`config.mk`:
```
export PLATFORM = sky130hd
export DESIGN_NAME = dma_burst_controller
export DESIGN_NICKNAME = d
export VERILOG_FILES = /design/src/rtl/dma_burst_controller.sv
export SDC_FILE = /design/constraint.sdc
export NUM_CORES = 1
export LEC_CHECK = 0
export CAP_MARGIN = 15
export CELL_PAD_IN_SITES_DETAIL_PLACEMENT = 0
export CELL_PAD_IN_SITES_GLOBAL_PLACEMENT = 1
export CORE_ASPECT_RATIO = 0.6
export CORE_UTILIZATION = 38
export CTS_BUF_LIST = sky130_fd_sc_hd__clkbuf_8
export DETAILED_ROUTE_END_ITERATION = 12
export PLACE_DENSITY = 0.93
export SLEW_MARGIN = 20
export SYNTH_ARGS = -nofsm -noshare
export SYNTH_HDL_FRONTEND = slang
export SYNTH_SLANG_ARGS = --single-unit
```
`constraint.sdc`:
```
create_clock -name clock -period 3.83 [get_ports clock]
set_input_delay 0.766 -clock clock [delete_from_list [all_inputs] [get_ports clock]]
set_output_delay 0.766 -clock clock [all_outputs]
set_load 0.05 [all_outputs]
```
`src/rtl/dma_burst_controller.sv`:
```
// DMA sequencer for scratchpad port B: CI-programmed block moves between the SSRAM and the system bus.
// Feature macro DMA_BURST_EN enables multi-beat bursts via register 4; otherwise every transaction is one beat.
module dma_burst_controller #(
    parameter logic [7:0] customId = 8'h00
) (
    input  logic        clock,
    input  logic        reset,
    input  logic        start,
    input  logic [31:0] valueA,
    input  logic [31:0] valueB,
    input  logic [7:0]  ciN,
    output logic        done,
    output logic [31:0] result,
    output logic [8:0]  ramAddressB,
    output logic        ramWriteEnableB,
    output logic [31:0] ramDataOutB,
    input  logic [31:0] ramDataInB,
    output logic        busRequest,
    input  logic        busGrant,
    output logic        busBeginTransaction,
    output logic [31:0] busAddress,
    output logic [7:0]  busBurstSize,
    output logic        busReadNotWrite,
    input  logic [31:0] busDataIn,
    input  logic        busDataValid,
    output logic [31:0] busDataOut,
    output logic        busDataValidOut,
    input  logic        busBusy,
    output logic        busEndTransaction,
    input  logic        busEndIn,
    input  logic        busError
);

    typedef enum logic [2:0] {
        S_IDLE = 3'd0,
        S_REQ  = 3'd1,
        S_HDR  = 3'd2,
        S_RD   = 3'd3,
        S_PRE  = 3'd4,
        S_WR   = 3'd5,
        S_NEXT = 3'd6
    } state_t;

    state_t      state_r;
    state_t      state_nx_s;
    logic        abort_s;

    logic [31:0] bus_start_r;
    logic [8:0]  mem_start_r;
    logic [9:0]  block_r;
    logic [7:0]  burst_val_s;
    logic        busy_r;
    logic        error_r;

    logic [31:0] wk_bus_r;
    logic [8:0]  wk_mem_r;
    logic [9:0]  remaining_r;
    logic [7:0]  wk_burst_r;
    logic        dir_rd_r;
    logic [8:0]  hdr_len_r;
    logic [8:0]  beat_cnt_r;
    logic        fresh_r;
    logic [31:0] hold_r;

    logic        ci_accept_s;
    logic        ci_legal_s;
    logic [2:0]  ci_sel_s;
    logic        reg_wr_s;
    logic        start_s;
    logic [31:0] rd_val_s;
    logic [8:0]  beats_s;
    logic [8:0]  hdr_len_s;
    logic [8:0]  hdr_m1_s;
    logic        last_beat_s;
    logic        unused_ok_s;

    assign ci_accept_s = start && (ciN == customId);
    assign ci_legal_s  = (valueA[31:13] == 19'd0);
    assign ci_sel_s    = valueA[12:10];
    assign reg_wr_s    = ci_accept_s && ci_legal_s && valueA[9];
    assign start_s     = reg_wr_s && (ci_sel_s == 3'd5) && !busy_r && (block_r != 10'd0)
                         && ((valueB == 32'd1) || (valueB == 32'd2));
    assign unused_ok_s = ^valueA[8:0];

    assign beats_s     = {1'b0, wk_burst_r} + 9'd1;
    assign hdr_len_s   = (remaining_r < {1'b0, beats_s}) ? remaining_r[8:0] : beats_s;
    assign hdr_m1_s    = hdr_len_s - 9'd1;
    assign last_beat_s = ((beat_cnt_r + 9'd1) == hdr_len_r);

`ifdef DMA_BURST_EN
    logic [7:0] burst_r;

    // Burst-length shadow register
    always_ff @(posedge clock or negedge reset) begin
        if (!reset) begin
            burst_r <= 8'd0;
        end else if (reg_wr_s && (ci_sel_s == 3'd4)) begin
            burst_r <= valueB[7:0];
        end
    end

    assign burst_val_s = burst_r;
`else
    assign burst_val_s = 8'd0;
`endif

    // Register read multiplexer
    always_comb begin
        rd_val_s = 32'd0;
        case (ci_sel_s)
            3'd1:    rd_val_s = bus_start_r;
            3'd2:    rd_val_s = {23'd0, mem_start_r};
            3'd3:    rd_val_s = {22'd0, block_r};
            3'd4:    rd_val_s = {24'd0, burst_val_s};
            3'd5:    rd_val_s = {30'd0, error_r, busy_r};
            default: rd_val_s = 32'd0;
        endcase
    end

    // CI response: one-cycle done with read data, zero otherwise
    always_ff @(posedge clock or negedge reset) begin
        if (!reset) begin
            done   <= 1'b0;
            result <= 32'd0;
        end else begin
            done   <= ci_accept_s;
            result <= (ci_accept_s && ci_legal_s && !valueA[9]) ? rd_val_s : 32'd0;
        end
    end

    // Configuration shadow registers; the running transfer uses working copies
    always_ff @(posedge clock or negedge reset) begin
        if (!reset) begin
            bus_start_r <= 32'd0;
            mem_start_r <= 9'd0;
            block_r     <= 10'd0;
        end else if (reg_wr_s) begin
            case (ci_sel_s)
                3'd1:    bus_start_r <= {valueB[31:2], 2'b00};
                3'd2:    mem_start_r <= valueB[8:0];
                3'd3:    block_r     <= valueB[9:0];
                default: ;
            endcase
        end
    end

    // FSM state register
    always_ff @(posedge clock or negedge reset) begin
        if (!reset) begin
            state_r <= S_IDLE;
        end else begin
            state_r <= state_nx_s;
        end
    end

    // FSM next-state and abort detection
    always_comb begin
        state_nx_s = state_r;
        abort_s    = 1'b0;
        case (state_r)
            S_IDLE: begin
                if (start_s) state_nx_s = S_REQ;
                else         state_nx_s = S_IDLE;
            end
            S_REQ: begin
                if (busGrant) state_nx_s = S_HDR;
                else          state_nx_s = S_REQ;
            end
            S_HDR: begin
                if (busError || busEndIn) abort_s    = 1'b1;
                else if (dir_rd_r)        state_nx_s = S_RD;
                else                      state_nx_s = S_PRE;
            end
            S_RD: begin
                if (busError || (busEndIn && !(busDataValid && last_beat_s))) abort_s    = 1'b1;
                else if (busDataValid && last_beat_s)                         state_nx_s = S_NEXT;
                else                                                          state_nx_s = S_RD;
            end
            S_PRE: state_nx_s = S_WR;
            S_WR: begin
                if (busError || (busEndIn && !(!busBusy && last_beat_s))) abort_s    = 1'b1;
                else if (!busBusy && last_beat_s)                         state_nx_s = S_NEXT;
                else                                                      state_nx_s = S_WR;
            end
            S_NEXT: begin
                if (remaining_r == {1'b0, hdr_len_r}) state_nx_s = S_IDLE;
                else                                  state_nx_s = S_REQ;
            end
            default: state_nx_s = S_IDLE;
        endcase
        if (abort_s) begin
            state_nx_s = S_IDLE;
        end else begin
            state_nx_s = state_nx_s;
        end
    end

    // Bus and port B outputs decoded from state; all zero outside the active states
    always_comb begin
        busRequest          = 1'b0;
        busBeginTransaction = 1'b0;
        busAddress          = 32'd0;
        busBurstSize        = 8'd0;
        busReadNotWrite     = 1'b0;
        busDataOut          = 32'd0;
        busDataValidOut     = 1'b0;
        busEndTransaction   = 1'b0;
        ramAddressB         = 9'd0;
        ramWriteEnableB     = 1'b0;
        ramDataOutB         = 32'd0;
        case (state_r)
            S_REQ: busRequest = 1'b1;
            S_HDR: begin
                busRequest          = 1'b1;
                busBeginTransaction = 1'b1;
                busAddress          = wk_bus_r;
                busBurstSize        = hdr_m1_s[7:0];
                busReadNotWrite     = dir_rd_r;
            end
            S_RD: begin
                busRequest      = 1'b1;
                ramAddressB     = wk_mem_r;
                ramDataOutB     = busDataIn;
                ramWriteEnableB = busDataValid && !busError;
            end
            S_PRE: begin
                busRequest  = 1'b1;
                ramAddressB = wk_mem_r;
            end
            S_WR: begin
                busRequest      = 1'b1;
                ramAddressB     = wk_mem_r;
                busDataOut      = fresh_r ? ramDataInB : hold_r;
                busDataValidOut = 1'b1;
            end
            S_NEXT:  busEndTransaction = !dir_rd_r;
            default: ;
        endcase
    end

    // Transfer datapath: working counters, status flags
    always_ff @(posedge clock or negedge reset) begin
        if (!reset) begin
            wk_bus_r    <= 32'd0;
            wk_mem_r    <= 9'd0;
            remaining_r <= 10'd0;
            wk_burst_r  <= 8'd0;
            dir_rd_r    <= 1'b0;
            hdr_len_r   <= 9'd0;
            beat_cnt_r  <= 9'd0;
            busy_r      <= 1'b0;
            error_r     <= 1'b0;
        end else if (start_s) begin
            wk_bus_r    <= bus_start_r;
            wk_mem_r    <= mem_start_r;
            remaining_r <= block_r;
            wk_burst_r  <= burst_val_s;
            dir_rd_r    <= (valueB[1:0] == 2'd1);
            busy_r      <= 1'b1;
            error_r     <= 1'b0;
        end else if (abort_s) begin
            busy_r  <= 1'b0;
            error_r <= 1'b1;
        end else begin
            case (state_r)
                S_HDR: begin
                    hdr_len_r  <= hdr_len_s;
                    beat_cnt_r <= 9'd0;
                end
                S_RD: begin
                    if (busDataValid) begin
                        wk_mem_r   <= wk_mem_r + 9'd1;
                        beat_cnt_r <= beat_cnt_r + 9'd1;
                    end
                end
                S_PRE: wk_mem_r <= wk_mem_r + 9'd1;
                S_WR: begin
                    // The address already points one word ahead, so the last beat must not advance it
                    if (!busBusy) begin
                        beat_cnt_r <= beat_cnt_r + 9'd1;
                        if (!last_beat_s) wk_mem_r <= wk_mem_r + 9'd1;
                    end
                end
                S_NEXT: begin
                    wk_bus_r    <= wk_bus_r + {21'd0, hdr_len_r, 2'b00};
                    remaining_r <= remaining_r - {1'b0, hdr_len_r};
                    if (remaining_r == {1'b0, hdr_len_r}) busy_r <= 1'b0;
                end
                default: ;
            endcase
        end
    end

    // Write-beat data source: fresh RAM word after a consumed beat, held copy while busBusy stalls
    always_ff @(posedge clock or negedge reset) begin
        if (!reset) begin
            fresh_r <= 1'b0;
            hold_r  <= 32'd0;
        end else begin
            fresh_r <= (state_r == S_PRE) || ((state_r == S_WR) && !busBusy);
            if (state_r == S_WR) hold_r <= busDataOut;
        end
    end

endmodule

```
==> impl_metrics.toml, run 1 <==
[status]
status = "completed"

[timing]
fin_crit_sh = 0.925
rsz0062_at_grt = "no"
tightest_slew_ns = 0.953
finalSetupTns_ns = 0
slew_viol_final = 0
max_freq_ghz = 0.282
finalSetupViolCount = 0
finalHoldViolCount = 0
min_period_ns = 3.54
finalClockSkew_ns = 0.0138
relSlewSlack = 0.365

[finish]
regArea_sq_um = 4710
drive_gt1_frac = 0.209
syn_to_final_growth_pct = 38.8
n_antenna_cell = 0
fin_nets = 1534
multi_input_area_sq_um = 5450
fillers = 2389

[pwr]
p_total_w = 0.00857
vdd_drop_max_mv = 0.306
p_leak_nw = 6.40
p_per_area_nw_per_um2 = 585

[flow_run]
maxCapViolCount = 0

[yosys]
syn_area_sq_um = 10600
ys_seq_area_frac = 0.446
synth_edf_count = 0
ys_ff_latch = 188
synthArstFlopShare = 1.00
synthFlopType = "dfrtp_1"
yosys_warnings = 0
synth_area_leaders = "dfrtp_1 (45%), mux2_2 (9.4%), and2_1 (3.9%), mux2i_1 (3.6%), nor2_1 (3.5%)"
yosysTopAreaCell = "dfrtp_1"
synth_top_area_frac = 0.446
ys_types = 67
netlist_instances = 1085
syn_avg_cell_area_sq_um = 9.73

[critical_path]
cp-start-kind = "register"
cp.arrival_ns = 3.93
reg2reg_depth = 10
r2r_slack_ns = 0.29
worst-path-max-fanout = 9
critPathRequiredTime_ns = 4.21
crit_slowest_cell = "or3_1"
critPathTopFamily = "simple AND/OR/NAND/NOR gates"
path_class = "reg2reg"
critPathMaxStageDelay_ns = 0.66
cp-end-kind = "register"
path_cells = "ha_1 > and3_1 > o21ai_1 > or4b_4 > a221oi_4 > a311oi_1 > or3_1 > nor3_2 > xnor2_1 > o21ai_2"
reg2reg_to = "wk_mem_r[8]"
rr_startpoint = "beat_cnt_r[1]"
crit_buf_inv = 0

[grt]
grt_pass1_wl_mm = 53.3
grtUsageTotal = 0.248
grt_overflow = 0
grt_pass1_vias = 9112
grt_max_degree = 71
antenna_found_initial = 2

[route]
via_count = 9628
drc = 0
dr_wl_met2_mm = 15.1
viasPerCell = 5.54
ant_nets = 0
drt-initial-drc-count = 706
dr.pass1.iters = 7
routed_wl_mm = 35.5
wl_met3_mm = 3.58
wire_per_inst_um = 20.4
drt-met1-wl_mm = 16.3
top_layer = "met5"

[placed_design]
gp_congestion = 0.902
dpl.hpwl_mm = 27.1
port_buffers = 284

[cts]
path_clk_slew_ns = 0.11
htree_levels = 4
postCtsSetupRepairBufs = 0
postCtsResizedCells = 0
cts-root-buf = "clkbuf_8"
cts.path.max_buffers = 2
cts.sinks = 188
cts_tree = "built"
cts-buffers-inserted = 17
insertion_delay_ns = 0.49
cts_hold_buffers = 0

[floorplan]
core_area_sq_um = 26800
die-area_sq_um = 28500
die_h_um = 131
initial_core_util = 0.393
rows = 46
io_pins = 296
dieWidth_um = 217

[worst_hold_path]
hold_class = "in2async"
==> report_power, final <==
part | switching (W) | leakage, nW | internal [W]
clock network | 0.000771 | 0.199 | 0.000591
logic | 0.00236 | 3.86 | 0.00179
registers | 0.000583 | 2.34 | 0.00247
==> how the worst max path moves through the flow <==
stage | from | to | slack, ns | depth (start not counted)
2_1_floorplan | remaining_r[3] | busBurstSize[1] | 0.38 | 4
3_3_place_gp | valueB[27] | beat_cnt_r[8] | 0.23 | 9
3_5_place_dp | ciN[2] | beat_cnt_r[8] | 0.22 | 9
4_1_cts | beat_cnt_r[1] | wk_mem_r[8] | 0.27 | 10
5_1_grt | beat_cnt_r[1] | wk_mem_r[8] | 0.07 | 10
6_report | beat_cnt_r[1] | wk_mem_r[8] | 0.29 | 10
==> cell type report <==
class | count | share of cell area
Tap cell | 360 | 0.0307
Timing Repair Buffer | 325 | 0.241
Clock inverter | 14 | 0.0112
Inverter | 33 | 0.00846
Multi-Input combinational cell | 802 | 0.372
Sequential cell | 188 | 0.321
Clock buffer | 17 | 0.0160
==> placed cells by master (no fill, tap or decap), types with 4 or more instances in the layout <==
cell,instances
nor3_2,4
a21boi_0,4
o21ai_1,9
mux2i_1,38
nand2b_1,7
or3_1,5
nor2_1,97
a21oi_1,59
nand2_1,78
o21ai_0,55
buf_4,99
a21o_1,6
clkdlybuf4s50_1,173
a211oi_1,7
xnor2_1,33
and3_1,40
nand3_1,17
a32oi_1,4
clkbuf_8,17
a31oi_1,5
a22oi_1,8
mux2_2,88
and2_1,66
ha_1,21
nor4_1,28
o211ai_1,5
or4_1,10
inv_1,34
buf_12,52
nand4_1,15
xor2_1,14
nor3b_1,5
nor3_1,20
nor2b_1,8
dfrtp_1,187
==> logic make-up (layout without fill, tap and decap cells) <==
group,Yosys count,after routing,synth area share
simple gates,415,415,0.207
flops,188,188,0.446
fa+ha+maj,23,23,0.0287
compound gates,188,188,0.110
other cells,2,3,0.000712
buf+inv,96,389,0.0390
mux,126,126,0.130
xor+xnor,47,47,0.0390
==> flip-flops by register name (all words and copies together) (netlist names), 3 cells and up <==
| signal | cells |
|---|---|
| hold_r | 32 |
| result | 32 |
| bus_start_r | 30 |
| wk_bus_r | 30 |
| block_r | 10 |
| remaining_r | 10 |
| beat_cnt_r | 9 |
| hdr_len_r | 9 |
| mem_start_r | 9 |
| wk_mem_r | 9 |
| state_r | 3 |
==> through the flow <==
step / instances / setup slack [ns] / hold slack, ns / util / cell area (sq um)
final: 1739 / 0.287 / 0.276 / 0.546 / 14700
after global routing: 1739 / 0.0675 / 0.309 / 0.546 / 14700
after CTS: 1739 / 0.275 / 0.297 / 0.546 / 14700
after detailed placement: 1708 / 0.222 / 0.492 / 0.531 / 14300
after global placement: 1708 / 0.231 / 0.485 / 0.531 / 14300
after floorplan: 1086 / 0.377 / 0.458 / - / 10600
==> synthesized netlist by cell type (all sizes together), types with 3 or more instances <==
cell type and n:
o41ai 4, buf 22, xnor2 33, nand3b 3
nand3 17, a41oi 3, o21ai 65, xor2 14
a32oi 4, or4 10, nor2b 8, nor2 99
a31oi 5, nand4 15, clkbuf 41, or3 5
a21o 6, nand2b 7, dfrtp 188, a21boi 4
inv 33, ha 21, and2 68, a211oi 7
nor3 25, nand2 78, a221oi 3, nor3b 5
o211ai 5, mux2 88, and3 40, nor4 28
a21oi 59, mux2i 38, a22oi 8
==> metal layers <==
layer | GRT usage | up-vias
met3 | 0.0701 | 34
met1 | 0.354 | 4698
met2 | 0.369 | 487
met4 | 0.0601 | 2
li1 | - | 4407
met5 | 0 | -
Power figures use the tool's default switching activity.
==> run 2: changes to the inputs <==
--- a/config.mk
+++ b/config.mk
@@ -5,11 +5,12 @@
 export SDC_FILE = /design/constraint.sdc
 export NUM_CORES = 1
 export LEC_CHECK = 0
+export ABC_AREA = 1
 export CAP_MARGIN = 15
 export CELL_PAD_IN_SITES_DETAIL_PLACEMENT = 0
 export CELL_PAD_IN_SITES_GLOBAL_PLACEMENT = 1
 export CORE_ASPECT_RATIO = 0.6
-export CORE_UTILIZATION = 38
+export CORE_UTILIZATION = 36
 export CTS_BUF_LIST = sky130_fd_sc_hd__clkbuf_8
 export DETAILED_ROUTE_END_ITERATION = 12
 export PLACE_DENSITY = 0.93
==> run 2 against run 1 <==
  * Area after synthesis increased by 1.7%
  * Combinational power decreased by 43%
  * Largest power group is now registers
  * Cell count increased by 22%
  * Cell area about the same
  * Maximum frequency increased by 2.3%
  * Clock skew increased by 0.0064 ns
  * Flip-flop and latch count unchanged
  * Count of clock-buffer cells in the layout increased by 1
  * Critical path depth decreased by 5
  * Synthesized cell count increased by 33%
  * Register-to-register slack improved by 0.74 ns
==> impl_metrics.toml, run 2 <==
[grt]
grt_pass1_vias = 9938
grt_pass1_wl_mm = 55.0
grtUsageTotal = 0.233
grt_max_degree = 82
antenna_found_initial = 1
grt_overflow = 0

[pwr]
p_per_area_nw_per_um2 = 420
p_total_w = 0.00615
vdd_drop_max_mv = 0.248
p_leak_nw = 7.34

[timing]
finalClockSkew_ns = 0.0202
tightest_slew_ns = 1.01
min_period_ns = 3.46
finalHoldViolCount = 0
finalSetupViolCount = 0
rsz0062_at_grt = "no"
fin_crit_sh = 0.904
relSlewSlack = 0.323
finalSetupTns_ns = 0
max_freq_ghz = 0.289
whs_ns = 0.296
slew_viol_final = 0

[route]
via_count = 10700
viasPerCell = 5.03
wire_per_inst_um = 16.7
drt-initial-drc-count = 960
drc = 0
ant_nets = 0
routed_wl_mm = 35.5
dr.pass1.iters = 6

[floorplan]
io_pins = 296
core_area_sq_um = 29000
initial_core_util = 0.370
die_h_um = 136
die-area_sq_um = 30500
dieWidth_um = 225
rows = 48

[yosys]
synth_top_area_frac = 0.438
synthFlopType = "dfrtp_1"
ys_seq_area_frac = 0.438
synth_area_leaders = "dfrtp_1 (44%), nand2_1 (13%), inv_1 (6.7%), nor2_1 (5.8%), o21ai_0 (3.9%)"
synth_fa_ha_area_frac = 0.0282
synth_top_family_by_area = "simple AND/OR/NAND/NOR gates"
syn_avg_cell_area_sq_um = 7.43
ys_ff_latch = 188
synth-simple-area-share = 0.293
yosys_warnings = 0
synth_edf_count = 0
yosysTopAreaCell = "dfrtp_1"
syn_area_sq_um = 10700
ys_types = 50
synthMuxAreaShare = 0.00315
synth_compound_area_frac = 0.127
netlist_instances = 1444
synth_xor_area_frac = 0.0188
synth_most_common_cell = "nand2_1"
synthArstFlopShare = 1.00
synth_commonest_cells = "nand2_1 (384), inv_1 (191), dfrtp_1 (188)"

[finish]
top_regs = "hold_r x32, result x32"
multi_input_area_sq_um = 5060
final_common_cell = "nand2_1"
final_area_sq_um = 14700
fin_util = 0.505
drive_gt1_frac = 0.0978
syn_to_final_growth_pct = 36.5
fillers = 2808
mostFrequentLayoutCells = "nand2_1 (384), inv_1 (192), dfrtp_1 (188)"
fin_nets = 1883
regArea_sq_um = 4700

[critical_path]
critPathMostFrequentCell = "nor2_1"
cp-end-kind = "output pin"
crit_slowest_cell = "clkdlybuf4s50_1"
critPathTopFamily = "buffers and inverters"
worst-path-max-fanout = 10
cp-start-kind = "register"
reg2reg_to = "beat_cnt_r[0]"
crit_start = "state_r[2]"
reg2reg_depth = 16
rr_startpoint = "beat_cnt_r[0]"
critPathMaxStageDelay_ns = 0.76
critPathRequiredTime_ns = 3.06
path_class = "reg2out"
crit_buf_inv = 2
cp.arrival_ns = 2.70
cp_num_cells = 5
path_cells = "inv_1 > nor2_1 > nor2_1 > nor2_1 > clkdlybuf4s50_1"
r2r_slack_ns = 1.03
crit_end = "ramAddressB[8]"

[flow_run]
maxCapViolCount = 0

[cts]
path_clk_slew_ns = 0.11
postCtsSetupRepairBufs = 0
cts-buffers-inserted = 17
cts.sinks = 188
cts_tree = "built"
cts.path.max_buffers = 2
cts-root-buf = "clkbuf_8"
htree_levels = 4
insertion_delay_ns = 0.48

[placed_design]
gp_congestion = 0.938
placed_area_sq_um = 14200
dpl.hpwl_mm = 27.6
port_buffers = 284

[worst_hold_path]
hold_class = "in2async"

[status]
status = "completed"
[run 2: per-layer routing]
layer  up-vias  part of all wire  track usage
met5         -                 0            0
met4         0            0.0059       0.0299
li1       5169                 -            -
met1      5113              0.48        0.355
met2       401              0.42        0.326
met3        17             0.096       0.0731
[run 2: worst register-to-register path, stage by stage, from the launching register on]
cell,delay (ns)
dfrtp_1,0.49
ha_1,0.25
nand2_1,0.13
inv_1,0.18
nand2_1,0.08
nand2_1,0.12
nor2_1,0.07
nor2_1,0.11
nand3_1,0.07
nor2_1,0.11
nand4_1,0.17
nand2_1,0.15
nand2_2,0.10
o21bai_4,0.30
nand2_2,0.22
nand2_1,0.10
nand2_1,0.05
[run 2: final cells by class]
| type | count | area share |
|---|---|---|
| clock inverters | 13 | 0.00965 |
| diodes | 1 | 0.000171 |
| flip-flops and latches | 188 | 0.321 |
| multi-input cells | 1008 | 0.345 |
| well taps | 400 | 0.0341 |
| repair buffers | 304 | 0.223 |
| clock buffers | 18 | 0.0169 |
| inverters | 197 | 0.0504 |
[run 2: logic make-up after synthesis]
kind of cell,Yosys count
buf+inv,249
mux,3
compound gates,230
simple gates,726
xor+xnor,23
other cells,2
fa+ha+maj,23
flops,188
[run 2: repair_timing]
item,CTS,global route
hold endpoints to repair,0,0
gates resized for setup,0,28
hold buffers,0,0
endpoints found under the setup margin,0,28
[run 2: how the worst min path moves through the flow]
stage / slack, ns / cells after the start / to
final: 0.30 / 1 / wk_bus_r[20]
after global routing: 0.34 / 1 / wk_bus_r[30]
after CTS: 0.31 / 1 / wk_bus_r[20]
after detailed placement: 0.46 / 2 / bus_start_r[31]
after global placement: 0.46 / 1 / hold_r[19]
after floorplan: 0.44 / 2 / bus_start_r[30]
[run 2: stage by stage]
step / std cells / setup slack [ns]
4_1_cts: 2128 / 0.138
3_3_place_gp: 2097 / 0.530
6_report: 2129 / 0.366
2_1_floorplan: 1445 / 0.377
5_1_grt: 2129 / 0.145
3_5_place_dp: 2097 / 0.480
[run 2: where the power goes]
| group | leakage, nW | internal [W] | switching, W |
|---|---|---|---|
| clock network | 0.196 | 0.000600 | 0.000772 |
| registers | 2.54 | 0.00224 | 0.000191 |
| logic | 4.61 | 0.000870 | 0.00148 |
==> run 3: changes to the inputs <==
--- a/config.mk
+++ b/config.mk
@@ -10,10 +10,11 @@
 export CELL_PAD_IN_SITES_DETAIL_PLACEMENT = 0
 export CELL_PAD_IN_SITES_GLOBAL_PLACEMENT = 1
 export CORE_ASPECT_RATIO = 0.6
-export CORE_UTILIZATION = 36
+export CORE_UTILIZATION = 38
 export CTS_BUF_LIST = sky130_fd_sc_hd__clkbuf_8
 export DETAILED_ROUTE_END_ITERATION = 12
-export PLACE_DENSITY = 0.93
+export PLACE_DENSITY = 0.95
+export RECOVER_POWER = 100
 export SLEW_MARGIN = 20
 export SYNTH_ARGS = -nofsm -noshare
 export SYNTH_HDL_FRONTEND = slang
==> constraint.sdc (replaced) <==
create_clock -name clock -period 4.5 [get_ports clock]
set_input_delay 0.9 -clock clock [delete_from_list [all_inputs] [get_ports clock]]
set_output_delay 0.9 -clock clock [all_outputs]
set_load 0.05 [all_outputs]
==> run 3 against run 2 <==
  * The flow now finishes with violations (max-capacitance violations, max-slew violations)
  * Flip-flop and latch count unchanged
  * Global-route usage is 1.1 points higher
  * First-iteration DRC count shrank 7.4%
  * Count of clock-buffer cells in the layout shrank 1
  * Die area is 5.2% lower
  * Combinational power decreased by 20%
  * Register-to-register slack better by 0.24 ns
  * Sequential share of layout area up 0.96 points
  * Sequential power down 15%
  * Critical path type unchanged
  * Largest cell class unchanged
  * Highest routed layer is now met5
==> impl_metrics.toml, run 3 (synthesis results as in run 2) <==
[status]
status = "finished, violations left"
violations = "max-capacitance violations, max-slew violations"

[floorplan]
die_h_um = 132
dieWidth_um = 219
initial_core_util = 0.388
rows = 47
die-area_sq_um = 28900
io_pins = 296
core_area_sq_um = 27600

[cts]
postCtsResizedCells = 0
cts_hold_buffers = 0
cts.sinks = 188
cts_tree = "built"
insertion_delay_ns = 0.49
cts-buffers-inserted = 17
cts.path.max_buffers = 2
htree_levels = 4
path_clk_slew_ns = 0.11
postCtsSetupRepairBufs = 0
cts-root-buf = "clkbuf_8"

[finish]
syn_to_final_growth_pct = 32.6
top_regs = "hold_r x32, result x32"
fillers = 2686
fin_nets = 1876
n_antenna_cell = 0
final_common_cell = "nand2_1"
final_area_sq_um = 14200
drive_gt1_frac = 0.0436
mostFrequentLayoutCells = "nand2_1 (390), inv_1 (191), dfrtp_1 (188)"

[pwr]
p_total_w = 0.00512
clockPowerShare = 0.227
seq_power_share = 0.403
swShare = 0.407
power.switching_w = 0.00208
p_per_area_nw_per_um2 = 360
comb_power_share = 0.370
intPower_w = 0.00304
p_leak_nw = 7.05
vdd_drop_max_mv = 0.161

[route]
via_count = 10668
ant_nets = 0
drc = 0
drt-initial-drc-count = 889
wire_per_inst_um = 16.6
dr.pass1.iters = 8
routed_wl_mm = 34.7
viasPerCell = 5.11

[critical_path]
cp-start-kind = "register"
r2r_slack_ns = 1.27
cp.arrival_ns = 3.16
path_class = "reg2out"
worst-path-max-fanout = 3
cp-end-kind = "output pin"
critPathRequiredTime_ns = 3.60

[timing]
finalHoldViolCount = 0
finalClockSkew_ns = 0.0175
finalSetupViolCount = 0
setup_ws_ns = 0.437
relSlewSlack = -1.25
min_period_ns = 4.06
slew_viol_final = 64
tightest_slew_ns = 3.37
finalSetupTns_ns = 0
fin_crit_sh = 0.903
rsz0062_at_grt = "no"
max_freq_ghz = 0.246

[grt]
grt_pass1_wl_mm = 55.0
grt_overflow = 0
grt_max_degree = 94
antenna_found_initial = 0
grtUsageTotal = 0.244
grt_pass1_vias = 9905

[placed_design]
port_buffers = 284
placed_area_sq_um = 13900
gp_congestion = 0.936
dp_slack_ns = 0.766
dpl.hpwl_mm = 26.5

[flow_run]
maxCapViolCount = 1

[worst_hold_path]
hold_class = "reg2reg"
==> run 3: changes by cell type in the layout (fill, tap and decap cells not counted), sizes merged <==
cell,previous run,this run
clkinv,5,8
dlymetal6s2s,28,0
inv,200,198
clkbuf,19,20
bufinv,2,1
diode,1,0
clkinvlp,3,5
clkdlybuf4s25,0,1
dlygate4sd3,0,152
clkdlybuf4s50,179,131
buf,96,10
==> run 3: power by group through the flow <==
stage               clock (W)  sequential [W]  combinational (W)
floorplan                   0         0.00205            0.00135
global placement            0         0.00209            0.00191
detailed placement          0         0.00210            0.00194
CTS                   0.00118         0.00206            0.00195
global route          0.00124         0.00209            0.00209
finish                0.00116         0.00206            0.00189
==> run 3: stage by stage <==
stage          hold WS, ns   util  instances
2_1_floorplan        0.442      -       1445
3_3_place_gp         0.459  0.504       2057
3_5_place_dp         0.466  0.504       2057
4_1_cts              0.402  0.518       2089
5_1_grt              0.490  0.515       2089
6_report             0.484  0.515       2089
==> run 3: area by class of cell <==
type	count	area, sq um	area share
sequential	188	4700	0.331
tap	367	459	0.0323
clock inverter	15	159	0.0112
multi-input combinational	1008	4990	0.351
timing repair buffer	297	2940	0.207
clock buffer	17	234	0.0164
inverter	197	739	0.0520
==> run 3: worst paths after layout <==
kind	startpoint	to	cells after the start
worst max-delay path	remaining_r[6]	busBurstSize[1]	6
worst min register to register	hold_r[24]	hold_r[24]	1
worst max register to register	block_r[0]	hdr_len_r[6]	9
min in group asynchronous	reset	wk_bus_r[20]	1
worst min-delay path	hold_r[24]	hold_r[24]	1
max in group asynchronous	reset	hold_r[8]	1
==> run 3: routing by layer <==
layer  up-vias  GRT usage  part of all wire
met4         2     0.0424            0.0099
met3        26     0.0812              0.10
met2       402      0.324              0.40
li1       5162          -                 -
met5         -     0.0183            0.0020
met1      5076      0.380              0.49
==> run 3: critical path: stages, from the launching register on <==
cell and delay, ns:
dfrtp_1 0.43, nor4_1 0.36, nand3_1 0.17, nor3_1 0.42
ha_1 0.31, nor2_1 0.10, dlygate4sd3_1 0.88
